==> src/rtl/led_fade_pkg.sv <==
// led_fade_pkg
// Shared constants and types for the LED fade controller.
//   LEVEL_W      : brightness width (PWM level input width)
//   RATE_W       : width of the step-period multiplier
//   fade_state_e : fade controller state (IDLE, UP, DOWN)
package led_fade_pkg;

    localparam int unsigned LEVEL_W = 8;
    localparam int unsigned RATE_W  = 4;

    typedef enum logic [1:0] {
        IDLE = 2'd0,
        UP   = 2'd1,
        DOWN = 2'd2
    } fade_state_e;

endpackage

==> src/rtl/fade_tick_gen.sv <==
// fade_tick_gen
// Step prescaler: issues one step pulse every `period` cycles while enabled.
// Ports:
//   clk    : clock
//   rst    : asynchronous active-high reset
//   clear  : restart the count from zero (a new command was accepted)
//   enable : count while high; the counter holds at zero while low
//   period : cycles per step (>= 2)
//   step   : one-cycle pulse; the consumer acts on the edge ending it
module fade_tick_gen #(
    parameter int unsigned PERIOD_W = 16
) (
    input  logic                clk,
    input  logic                rst,
    input  logic                clear,
    input  logic                enable,
    input  logic [PERIOD_W-1:0] period,
    output logic                step
);

    logic [PERIOD_W-1:0] cnt_q;
    logic [PERIOD_W-1:0] cnt_d;

    // With the count cleared on accept edge A, the count reaches period-1
    // after edge A+period-1, so the consumer's update lands on edge A+period.
    assign step = enable && !clear && (cnt_q == period - PERIOD_W'(1));

    always_comb begin
        cnt_d = cnt_q;
        if (clear || !enable || step) begin
            cnt_d = '0;
        end else begin
            cnt_d = cnt_q + PERIOD_W'(1);
        end
    end

    always_ff @(posedge clk or posedge rst) begin
        if (rst) begin
            cnt_q <= '0;
        end else begin
            cnt_q <= cnt_d;
        end
    end

endmodule

==> src/rtl/led_fade_ctrl.sv <==
// led_fade_ctrl
// Ramps an 8-bit LED brightness up or down one step at a time toward a
// commanded target, or oscillates between 0 and the target (breathe).
// Ports:
//   clk         : clock
//   rst         : asynchronous active-high reset
//   cmd_valid   : a fade command is offered
//   cmd_ready   : a command is accepted this cycle (idle or breathing)
//   cmd_target  : final / peak brightness
//   cmd_rate    : step period = (cmd_rate+1)*TICK_DIV cycles
//   cmd_breathe : oscillate 0<->target until the next accepted command
//   level       : registered brightness for the PWM generator
//   busy        : a ramp or breathe is in progress
//   done        : one-cycle pulse when a non-breathe ramp completes
module led_fade_ctrl
    import led_fade_pkg::*;
#(
    parameter int unsigned TICK_DIV = 1024
) (
    input  logic               clk,
    input  logic               rst,
    input  logic               cmd_valid,
    output logic               cmd_ready,
    input  logic [LEVEL_W-1:0] cmd_target,
    input  logic [RATE_W-1:0]  cmd_rate,
    input  logic               cmd_breathe,
    output logic [LEVEL_W-1:0] level,
    output logic               busy,
    output logic               done
);

    localparam int unsigned PERIOD_W = $clog2((1 << RATE_W) * TICK_DIV + 1);

    fade_state_e        state_q, state_d;
    logic [LEVEL_W-1:0] level_q, level_d;
    logic [LEVEL_W-1:0] target_q, target_d;
    logic [RATE_W-1:0]  rate_q, rate_d;
    logic               breathe_q, breathe_d;
    logic               busy_q, busy_d;
    logic               done_q, done_d;
    logic               done_pend_q, done_pend_d;

    logic                accept;
    logic                step;
    logic                tick_en;
    logic [PERIOD_W-1:0] period;

    assign cmd_ready = (state_q == IDLE) || breathe_q;
    assign accept    = cmd_valid && cmd_ready;
    assign tick_en   = (state_q == UP) || (state_q == DOWN);
    assign period    = PERIOD_W'((32'(rate_q) + 32'd1) * TICK_DIV);

    fade_tick_gen #(
        .PERIOD_W (PERIOD_W)
    ) u_tick (
        .clk    (clk),
        .rst    (rst),
        .clear  (accept),
        .enable (tick_en),
        .period (period),
        .step   (step)
    );

    always_comb begin
        state_d     = state_q;
        level_d     = level_q;
        target_d    = target_q;
        rate_d      = rate_q;
        breathe_d   = breathe_q;
        // An equal-target command reports done one edge after acceptance.
        done_d      = done_pend_q;
        done_pend_d = 1'b0;

        if (accept) begin
            // A new command wins over a coincident step: restart from level_q.
            target_d  = cmd_target;
            rate_d    = cmd_rate;
            // Breathing toward 0 has nothing to oscillate over.
            breathe_d = cmd_breathe && (cmd_target != '0);
            if (cmd_target > level_q) begin
                state_d = UP;
            end else if (cmd_target < level_q) begin
                state_d = DOWN;
            end else if (breathe_d) begin
                // Already at the peak: start the swing downward.
                state_d = DOWN;
            end else begin
                state_d     = IDLE;
                done_pend_d = 1'b1;
            end
        end else if (step) begin
            unique case (state_q)
                UP: begin
                    level_d = level_q + LEVEL_W'(1);
                    if (level_d == target_q) begin
                        if (breathe_q) begin
                            state_d = DOWN;
                        end else begin
                            state_d = IDLE;
                            done_d  = 1'b1;
                        end
                    end
                end
                DOWN: begin
                    level_d = level_q - LEVEL_W'(1);
                    if (breathe_q) begin
                        // Breathing passes through the target; only 0 reverses.
                        if (level_d == '0) begin
                            state_d = UP;
                        end
                    end else if (level_d == target_q) begin
                        state_d = IDLE;
                        done_d  = 1'b1;
                    end
                end
                default: begin
                end
            endcase
        end

        busy_d = (state_d == UP) || (state_d == DOWN);
    end

    always_ff @(posedge clk or posedge rst) begin
        if (rst) begin
            state_q     <= IDLE;
            level_q     <= '0;
            target_q    <= '0;
            rate_q      <= '0;
            breathe_q   <= 1'b0;
            busy_q      <= 1'b0;
            done_q      <= 1'b0;
            done_pend_q <= 1'b0;
        end else begin
            state_q     <= state_d;
            level_q     <= level_d;
            target_q    <= target_d;
            rate_q      <= rate_d;
            breathe_q   <= breathe_d;
            busy_q      <= busy_d;
            done_q      <= done_d;
            done_pend_q <= done_pend_d;
        end
    end

    assign level = level_q;
    assign busy  = busy_q;
    assign done  = done_q;

endmodule

==> config.mk <==
export PLATFORM = sky130hd
export DESIGN_NAME = led_fade_ctrl
export DESIGN_NICKNAME = d
export VERILOG_FILES = /design/src/rtl/led_fade_pkg.sv /design/src/rtl/fade_tick_gen.sv /design/src/rtl/led_fade_ctrl.sv
export SDC_FILE = /design/constraint.sdc
export NUM_CORES = 1
export LEC_CHECK = 0
export ABC_CLOCK_PERIOD_IN_PS = 2450
export CAP_MARGIN = 20
export CORE_UTILIZATION = 40
export DETAILED_ROUTE_END_ITERATION = 12
export PLACE_DENSITY = 0.68
export SLEW_MARGIN = 20
export SYNTH_ARGS = -nofsm -noshare
export SYNTH_HDL_FRONTEND = slang
export SYNTH_SLANG_ARGS = --single-unit
export TNS_END_PERCENT = 1
==> constraint.sdc <==
create_clock -name clk -period 2.45 [get_ports clk]
set_input_delay 0.3675 -clock clk [delete_from_list [all_inputs] [get_ports clk]]
set_output_delay 0.3675 -clock clk [all_outputs]
set_load 0.02 [all_outputs]
# After elaboration in Yosys (flattened, before gate mapping)
# Index checks and enable logic that the tools add are counted.
[word_totals] rom_bits=0 in_bits=16 output_inout_bits=11 ram_bits=0 memories=0 word_cells=64 latchBits=0 regBits=41
[classes] n_addsub=5 div=0 bitwise=1 magnitude_cmp=2 n_mux=24 eq_ne=7 mul=0 n_reduce_logical=16 n_shift=0
[op_table] op="$mux 2" n=10
[op_table] op="$eq 8x8->1" n=2
[op_table] op="$pmux 8 s2" n=1
[op_table] op="$add 15x1->15 const B" n=1
[op_table] op="$eq 15x15->1" n=1
[op_table] op="$mux 15" n=1
[op_table] op="$sub 15x1->15 const B" n=1
[op_table] op="$mux 1" n=10
[op_table] op="$add 8x1->8 const B" n=1
[op_table] op="$gt 8x8->1" n=1
[op_table] op="$logic_not 8->1" n=1
[op_table] op="$lt 8x8->1" n=1
[op_table] op="$reduce_bool 8->1" n=1
[op_table] op="$sub 8x1->8 const B" n=1
[op_table] op="$add 4x1->5 const B" n=1
[op_table] op="$logic_or 1x1->1" n=5
[op_table] op="$eq 2x1->1 const B" n=2
[op_table] op="$eq 2x2->1 const B" n=2
[op_table] op="$logic_and 1x1->1" n=4
[op_table] op="$pmux 2 s2" n=1
[op_table] op="$reduce_and 3->1" n=1
[op_table] op="$logic_not 1->1" n=2
[op_table] op="$logic_not 2->1" n=1
[op_table] op="$pmux 1 s2" n=1
[op_table] op="other kinds (2)" n=2

# Depth between registers and ports, before layout
# Gate-level depths: netlist of run 1.
[logic_depth] depth_word=10 ltp_mapped=12 depth_no_buf=10

# By module
# Synthesis of run 1 repeated with hierarchy kept, for this count alone.
[hier_totals] cells_unflattened=396 area_unflattened_um2=3330.7
[modules_own_cells] module="led_fade_ctrl" seq_area_each_um2=650.6 cells_each=254 area_each_um2=2098.3 instances=1
[modules_own_cells] module="fade_tick_gen" seq_area_each_um2=375.4 cells_each=142 area_each_um2=1232.4 instances=1

# Least setup slack after synthesis of run 1
# Ideal clock, no wire load.
[synth_path] path_kind="reg2reg" from="register level_q[0], in the netlist level[0]" to="register busy_q, in the netlist busy" n_path_buf=1 setup_time_ns=0.129 setup_slack_ns=-0.282 period_less_slack_ns=2.732 arrival_time_ns=2.603 stages_incl_launch_ff=11 t_required_ns=2.321 cell_sequence="dfrtp_1 > buf_2 > inv_1 > ha_1 > xnor2_1 > or4_1 > a2111oi_2 > nor4_1 > o22ai_1 > nand2_1 > xor2_1"
[synth_via] elab_chain_cells=9 elab_cells_between_ends=19 cone_classes="add/sub (2); order compare (2); eq/ne (4); mux (9); reduce/logical (2)"
[synth_lines] element="start: declaration" line="led_fade_ctrl.sv:35" source="logic [LEVEL_W-1:0] level_q, level_d;"
[synth_lines] element="start signal: assignment" line="led_fade_ctrl.sv:136" source="level_q <= level_d;"
[synth_lines] element="$sub 8x1->8" line="led_fade_ctrl.sv:105" source="level_d = level_q - LEVEL_W'(1);"
[synth_lines] element="$eq 8x8->1 or $logic_not 8->1 (tied branches)" line="led_fade_ctrl.sv:111, led_fade_ctrl.sv:108"
[synth_lines] element="$mux 2, on equally long branches" line="led_fade_ctrl.sv:111, led_fade_ctrl.sv:108"
[synth_lines] element="$mux 2" line="led_fade_ctrl.sv:106" source="if (breathe_q) begin"
[synth_lines] element="$pmux 2 s2" line="led_fade_ctrl.sv:92" source="unique case (state_q)"
[synth_lines] element="$mux 2" line="led_fade_ctrl.sv:91" source="end else if (step) begin"
[synth_lines] element="$mux 2 (*)" line="led_fade_ctrl.sv:74" source="if (accept) begin"
[synth_lines] element="named net state_d[0]" line="led_fade_ctrl.sv:34" source="fade_state_e state_q, state_d;"
[synth_lines] element="$eq 2x1->1 or $eq 2x2->1 (tied branches)" line="led_fade_ctrl.sv:121" source="busy_d = (state_d == UP) || (state_d == DOWN);"
[synth_lines] element="$logic_or 1x1->1 (*)" line="led_fade_ctrl.sv:121"
[synth_lines] element="named net busy_d" line="led_fade_ctrl.sv:39" source="logic busy_q, busy_d;"
[synth_lines] element="end signal: assignment" line="led_fade_ctrl.sv:140" source="busy_q <= busy_d;"
[synth_lines] element="end: declaration" line="led_fade_ctrl.sv:39"
# Mark *: on every way through the listed nets, which the timed path passes. The rest lies on a longest branch.
# A chain may end at the register's enable or synchronous reset.

# Worst setup path in the final report of run 1
[layout_path] from="register level_q[1], in the netlist level[1]" to="register busy_q, in the netlist busy"
# Same word-level chain as after synthesis.

==> results of run 1 <==
worst max-delay path, delay by kind of cell (launching register included):
family / cells / cell delay (ps)
AND/OR/NAND/NOR: 4 / 850
AO/OA/AOI/OAI: 3 / 770
flip-flops: 1 / 440
XOR/XNOR: 1 / 150
buffers and inverters: 1 / 130
registers in the layout (all words and copies together), names as in the netlist:
| signal | cells |
|---|---|
| state_q | 2 |
| u_tick.cnt_q | 15 |
| rate_q | 4 |
| target_q | 8 |
| level | 8 |
| done | 1 |
| breathe_q | 1 |
| done_pend_q | 1 |
| busy | 1 |
logic make-up after synthesis:
family	share of synthesized area (%)
AND/OR/NAND/NOR	23.05
AO/OA/AOI/OAI	11.66
flip-flops	37.05
XOR/XNOR	11.39
buffers and inverters	3.615
adder cells (fa/ha/maj)	7.230
multiplexers	6.010
through the flow:
| step | power, W | instances | hold slack, ps | utilization (%) |
|---|---|---|---|---|
| after global routing | 0.001297 | 425 | 530.3 | 53.83 |
| after detailed placement | 0.0007458 | 416 | 480.4 | 51.09 |
| final | 0.001247 | 425 | 490.5 | 53.83 |
| after floorplan | 0.0007088 | 299 | 454.9 | - |
| after global placement | 0.0007448 | 416 | 478.9 | 51.09 |
| after CTS | 0.001261 | 425 | 492.1 | 52.97 |
area by class of cell:
type	count	share of cell area, %
Clock buffer	7	2.740
Clock inverter	1	0.2491
Inverter	14	1.495
Multi-Input combinational cell	234	50.25
Sequential cell	41	29.32
Tap cell	77	2.740
Timing Repair Buffer	51	13.20
worst max path at each step:
| stage | end | slack [ps] | depth (start not counted) |
|---|---|---|---|
| 2_1_floorplan | busy$_DFF_PP0_ | -4 | 9 |
| 3_3_place_gp | busy$_DFF_PP0_ | -7 | 9 |
| 3_5_place_dp | busy$_DFF_PP0_ | -50 | 9 |
| 4_1_cts | busy$_DFF_PP0_ | -40 | 8 |
| 5_1_grt | busy$_DFF_PP0_ | -150 | 10 |
| 6_report | busy$_DFF_PP0_ | -20 | 9 |
power by group through the flow:
stage / clock [W] / combinational (W) / sequential [W]
finish: 0.000515 / 0.0000554 / 0.000676
global placement: 0 / 0.0000553 / 0.000689
CTS: 0.000529 / 0.0000567 / 0.000676
floorplan: 0 / 0.0000193 / 0.000690
detailed placement: 0 / 0.0000563 / 0.000689
global route: 0.000558 / 0.0000624 / 0.000676
repair_timing:
action	CTS	global route
setup buffers	1	1
hold endpoints to repair	0	0
pin swaps	5	5
setup endpoints to repair	1	11
resized for setup	2	14
cells in the final DEF (no fill, tap or decap), types with 5 or more instances in the layout:
| cell type | synthesis | final |
|---|---|---|
| sky130_fd_sc_hd__nand4_1 | 5 | 5 |
| sky130_fd_sc_hd__xnor2_1 | 21 | 21 |
| sky130_fd_sc_hd__inv_1 | 14 | 14 |
| sky130_fd_sc_hd__nor3_1 | 5 | 5 |
| sky130_fd_sc_hd__clkbuf_8 | 0 | 7 |
| sky130_fd_sc_hd__xor2_1 | 15 | 14 |
| sky130_fd_sc_hd__a21oi_1 | 10 | 10 |
| sky130_fd_sc_hd__dfrtp_1 | 41 | 37 |
| sky130_fd_sc_hd__buf_4 | 0 | 23 |
| sky130_fd_sc_hd__nor2_1 | 36 | 35 |
| sky130_fd_sc_hd__nand3_1 | 13 | 13 |
| sky130_fd_sc_hd__ha_1 | 16 | 13 |
| sky130_fd_sc_hd__nand2_1 | 20 | 20 |
| sky130_fd_sc_hd__clkdlybuf4s50_1 | 0 | 26 |
| sky130_fd_sc_hd__o21ai_0 | 8 | 7 |
| sky130_fd_sc_hd__mux2_2 | 13 | 13 |
| sky130_fd_sc_hd__and3_1 | 10 | 10 |
routing by layer:
layer,up-vias,share of wire (%)
li1,1153,-
met1,1136,47
met2,64,46
met3,7,5.8
met4,0,1.0
met5,-,0
==> summary.md, run 1 <==
| Metric | Value |
|---|---|
| Critical Path Sink Type | flop |
| Area growth from synthesis to layout | 26.98% |
| Number of cells on the worst hold path | 1 |
| Critical path arrival | between 2000 and 3000 ps |
| CP startpoint | level[1]$_DFFE_PP0P_ |
| Die Footprint | between 7000 and 8000 um2 |
| Failing checks | setup timing |
| Most frequent cell after synthesis | sky130_fd_sc_hd__dfrtp_1 |
| Most area-consuming cells after synthesis | sky130_fd_sc_hd__dfrtp_1, sky130_fd_sc_hd__ha_1, sky130_fd_sc_hd__xnor2_1 |
| Share of the clock period used by the worst path | 100.7% |
| Maximum number of pins on one net before global-route repair | 42 |
| Number of buffers inserted during clock tree synthesis | 5 |
| Met2 layer usage reported by global route | a little under 30% |
| Area after DPL | 3337 um2 |
| Peak supply drop | ~0.00018 V |
| Post-Layout Inst Area | 3516 um2 |
| Via density | between 5 and 6 |
| Reported max-cap violation count | 0 |
| Worst Hold Class | flop to flop |
| Global-route wire length before repair | approximately 11 mm |
| Relative contribution of the clock network to total power | between 40 and 50% |
| Final setup violation count | 1 |
| RSZ-0062 raised after global routing | yes |
| M3 GR Usage | approximately 4.4% |
| Die Span X | roughly 85 um |
| Outcome | finished, violations left |
| # DRC | 0 |
| Std-Cell Rows | 29 |
| DR vias | ~2,400 |
| Sequential share of power | 54.2% |
| Max-slew violation count | 0 |
| Hold bufs inserted after CTS | 0 |
| Sw Pwr | about 0.00028 W |
| Net switching fraction of the power | about 23% |
| Capture instance of the worst register-to-register path | busy$_DFF_PP0_ |
| Cell count after synthesis | 299 |
| I/O pin count | 27 |
| TritonCTS clock tree | yes |
| Buffer depth of the longest clock path | 2 |
| Clock sinks | just over 40 |
| Power density normalized to cell area | ~350 nW/um2 |
| Count of nets after finishing | 379 |
| Violation count after the first detailed-routing iteration | about 170 |
| Number of cells on the worst reg-to-reg path | 9 |
| Pre-antenna DRT Iters | 4 |
| Most used routing layer in global routing | met2 |
| Internal cell power | about 0.00096 W |
| CP cell instances | buf_6, or4_4, nor4_4, a211oi_2, a2111oi_4, nor4_1, o22ai_1, nand2_1, xor2_1 |
| Initial antenna violation count | 0 |
| Longest individual stage delay on the worst path | roughly 490 ps |
| Number of global-route vias before repair | approximately 2,200 |
| Sequential area share after synthesis | 37.05% |
| Most frequently used flop master after synthesis | sky130_fd_sc_hd__dfrtp_1 |
| Kind of critical path | flop to flop |
| Remaining global-route overflow | 0 |
| Overall routed net length | about 6.6 mm |
| All-Layer GR Usage | between 10% and 20% |
| Proportion of layout cells with a drive suffix above 1 | between 20 and 25% |
| Multi-input logic area | 1767 um2 |
| Number of enable-type register cells in the synthesized netlist | 0 |
| R2r setup slk | -20 ps |
| Routability Congestion | 0.8833 |
| Hold wc startpoint | u_tick.cnt_q[0]$_DFF_PP0_ |
| Post-route worst setup slack | -18.27 ps |
| Combinational power share | 4.4% |
| Worst-case headroom to the max-slew limit | approximately three fifths |
| Time the worst path needs with I/O delays and setup | roughly 2500 ps |
| Largest fanout on the critical path | 6 |
| Number of nets produced by synthesis | roughly 330 |
| Antenna diodes | 0 |
| Clock skew | around 10 ps |
| Peak clock frequency supported by timing | about 410 MHz |
| Startpoint kind of the worst setup timing path | flop |
| HPWL Detailed | approximately 4.7 mm |
| Top cell type by total area after synthesis | sky130_fd_sc_hd__dfrtp_1 |
| Total of warnings raised by yosys | 0 |
| Average wire per cell in the routed design | between 15 and 20 um |
| Clock latency reported for the late side of the worst-skew pair | around 300 ps |
| M1 GR Usage | between 20% and 30% |
| Async set or reset register ratio after synthesis | 100.0% |
| Hold Path Sink | u_tick.cnt_q[0]$_DFF_PP0_ |
| Critical path required time | approximately 2600 ps |
| Critical-path top delay cell | sky130_fd_sc_hd__a2111oi_4 |
| Number of failing hold endpoints at the final stage | 0 |
| Area taken by flip-flops and latches | 1031 um2 |
| Clock-pin slew on the worst setup and hold paths | about 80 ps |
| Number of H-tree branching levels | 2 |
| Placement Setup Slack | -47.58 ps |
| Starting density of the core | ~42% |
| Leakage component of the power | between 1.5 and 2 nW |
| Number of nets still failing antenna checks after routing | 0 |
| Tightest Pin Transition | just under 600 ps |
| Top cell types by occurrence after synthesis | sky130_fd_sc_hd__dfrtp_1, sky130_fd_sc_hd__nor2_1, sky130_fd_sc_hd__xnor2_1 |
| # port buffers | 26 |
| Avg Cell Area, Syn | 9.261 um2 |
| Netlist Area Pre-Place | approximately 2800 um2 |
| Root Buffer Master | sky130_fd_sc_hd__clkbuf_8 |
| Height of the die | about 85 um |
| FF-to-FF Start | level[1]$_DFFE_PP0P_ |
| Synthesis-stage register bit count | 41 |
| Number of different library cells in the post-synthesis netlist | about 50 |
| Core box area | roughly 6500 um2 |
| Number of fill cells | about 600 |
| Portion of synthesized cell area occupied by the leading cell type | about 37% |
| Final TNS setup | -18.27 ps |
No activity file was read; power rests on OpenSTA's default activity.
==> inputs of run 2 (changes only) <==
- CAP_MARGIN: 20 -> 10
==> results of run 2 <==
The final DEF is identical to that of run 1; final timing and power are the same.
==> inputs of run 3 (changes only) <==
- ABC_CLOCK_PERIOD_IN_PS: 2450 -> 2650
- PLACE_DENSITY: 0.68 -> 0.65
- clock period: 2.45 -> 2.65 ns (I/O delays scaled with it)
==> run 3 against run 2 <==
  * The run now ends clean
  * Fmax fell by 2.3%
  * Sequential power fell by 7.5%
  * Register-to-register slack improved by 140 ps
  * Die area did not move
  * Non-clock buffer count fell by 9
  * Combinational power fell by 9.4%
  * Critical endpoint unchanged
==> summary.md, run 3 (synthesis gave the netlist of run 1 again) <==
| Metric | Value |
|---|---|
| Average wire per cell in the routed design | 14.76 um |
| Count of nets after finishing | 370 |
| Number of nets still failing antenna checks after routing | 0 |
| Via density | roughly 5.4 |
| Overall routed net length | slightly above 6 mm |
| Placement Setup Slack | -41.17 ps |
| Global-route wire length before repair | around 11 mm |
| Area growth from synthesis to layout | 21.01% |
| Antenna diodes | 0 |
| Initial antenna violation count | 0 |
| Worst-case headroom to the max-slew limit | a little under two thirds |
| Commonest cells after routing, fill and taps aside | sky130_fd_sc_hd__dfrtp_1, sky130_fd_sc_hd__nor2_1, sky130_fd_sc_hd__clkdlybuf4s50_1 |
| Height of the die | ~85 um |
| Multi-input logic area | 1704 um2 |
| # DRC | 0 |
| Flip-flop count of the largest register after layout | 15 |
| Hold wc startpoint | u_tick.cnt_q[0]$_DFF_PP0_ |
| Hold bufs inserted after CTS | 0 |
| Pre-antenna DRT Iters | 4 |
| Most common cell after layout, fill and taps aside | sky130_fd_sc_hd__dfrtp_1 |
| Area after DPL | 3209 um2 |
| Core box area | around 6500 um2 |
| Area taken by flip-flops and latches | approximately 1000 um2 |
| TritonCTS clock tree | yes |
| Peak clock frequency supported by timing | a little under 400 MHz |
| Most used routing layer in global routing | met2 |
| Routability Congestion | 0.8706 |
| Clock skew | ~6.5 ps |
| Clock-pin slew on the worst setup and hold paths | 90 ps |
| Met2 layer usage reported by global route | 28.37% |
| Post-route worst setup slack | around 120 ps |
| Std-Cell Rows | 29 |
| Tightest Pin Transition | between 500 and 600 ps |
| Kind of critical path | flop to flop |
| # port buffers | 26 |
| Reported max-cap violation count | 0 |
| Root Buffer Master | sky130_fd_sc_hd__clkbuf_8 |
| Proportion of layout cells with a drive suffix above 1 | between 10% and 20% |
| Register with the highest flop count | u_tick.cnt_q |
| Largest fanout on the critical path | 5 |
| M1 GR Usage | a little over a quarter |
| Number of fill cells | 620 |
| Share of the clock period used by the worst path | between 90% and 100% |
| M3 GR Usage | under 10% |
| Die Span X | between 80 and 90 um |
| Violation count after the first detailed-routing iteration | 110 |
| Starting density of the core | about 42% |
| Clock latency reported for the late side of the worst-skew pair | 310 ps |
| Number of failing hold endpoints at the final stage | 0 |
| Remaining global-route overflow | 0 |
| Startpoint kind of the worst setup timing path | flop |
| CP startpoint | level[1]$_DFFE_PP0P_ |
| Maximum number of pins on one net before global-route repair | between 40 and 50 |
| Critical path required time | about 2800 ps |
| FF-to-FF Start | level[1]$_DFFE_PP0P_ |
| Peak supply drop | ~0.00017 V |
| Power density normalized to cell area | between 300 and 400 nW/um2 |
| Number of H-tree branching levels | 2 |
| Total placed cells including tap cells | between 400 and 500 |
| Die Footprint | just over 7000 um2 |
| Final instance count without filler cells | ~420 |
| Leakage component of the power | 1.493 nW |
| Power Total | around 0.0011 W |
| Final setup violation count | 0 |
| Outcome | finished clean |
| All-Layer GR Usage | roughly 19% |
| Worst Hold Class | flop to flop |
| I/O pin count | 27 |
| Critical path arrival | about 2700 ps |
| HPWL Detailed | about 4.6 mm |
| DR vias | about 2,300 |
| Time the worst path needs with I/O delays and setup | about 2500 ps |
| Number of global-route vias before repair | about 2,200 |
| Clock sinks | slightly above 40 |
| Buffer depth of the longest clock path | 2 |
| Post-Layout Inst Area | 3351 um2 |
| Number of buffers inserted during clock tree synthesis | 5 |
| Critical Path Sink Type | flop |
| Max-slew violation count | 0 |
[run 3: cell count changes in the layout (fill, tap and decap cells not counted), moves of 2 or more]
cell                       delta
sky130_fd_sc_hd__buf_4        -7
sky130_fd_sc_hd__clkbuf_8     -2
sky130_fd_sc_hd__dfrtp_1      +3
sky130_fd_sc_hd__dfrtp_2      -3
[run 3: layout make-up]
| cell class | count | area share [%] |
|---|---|---|
| timing repair buffer | 42 | 11.35 |
| inverter | 14 | 1.568 |
| tap | 77 | 2.875 |
| clock inverter | 3 | 0.6348 |
| sequential | 41 | 30.66 |
| multi-input combinational | 234 | 50.86 |
| clock buffer | 5 | 2.054 |
[run 3: routing by layer]
| layer | up-vias | routed length (um) |
|---|---|---|
| li1 | 1128 | - |
| met1 | 1074 | 3050 |
| met2 | 52 | 2680 |
| met3 | 10 | 278 |
| met4 | 0 | 130 |
| met5 | - | 0 |
[run 3: per-stage QoR]
step                utilization, %  TNS, ps  hold slack (ps)
global placement             49.14        0            480.2
CTS                          50.59        0            497.7
floorplan                        -        0            454.9
detailed placement           49.14   -41.17            485.6
global route                 51.30   -7.975            512.3
finish                       51.30        0            492.4
[run 3: path summary, 6_finish.rpt]
| path | cells after the start | end | slack (ps) |
|---|---|---|---|
| max | 10 | busy$_DFF_PP0_ | 120 |
| min | 1 | u_tick.cnt_q[0]$_DFF_PP0_ | 490 |
| max reg2reg | 10 | busy$_DFF_PP0_ | 120 |
| min reg2reg | 1 | u_tick.cnt_q[0]$_DFF_PP0_ | 490 |
| max in group asynchronous | 3 | level[0]$_DFFE_PP0P_ | 1740 |
| min in group asynchronous | 3 | level[6]$_DFFE_PP0P_ | 510 |
[run 3: critical path, stage by stage (launching register included)]
cell and delay [ps]:
sky130_fd_sc_hd__dfrtp_1 430, sky130_fd_sc_hd__inv_1 120, sky130_fd_sc_hd__ha_1 310, sky130_fd_sc_hd__nor3b_2 240, sky130_fd_sc_hd__and3_1 220, sky130_fd_sc_hd__xor2_1 120
sky130_fd_sc_hd__a2111oi_4 430, sky130_fd_sc_hd__nor4_1 100, sky130_fd_sc_hd__o22ai_1 170, sky130_fd_sc_hd__nand2_1 100, sky130_fd_sc_hd__xor2_1 170
[run 3: report_power, final]
group	total [W]	switching, W	internal (W)
combinational	0.0000502	0.0000245	0.0000256
clock	0.000429	0.000242	0.000187
sequential	0.000625	0	0.000625
[run 3: repair_timing]
item                       in CTS  in global routing
pin swaps                       0                  3
setup buffers                   0                  1
gates resized for setup         1                  7
setup endpoints to repair       1                  1
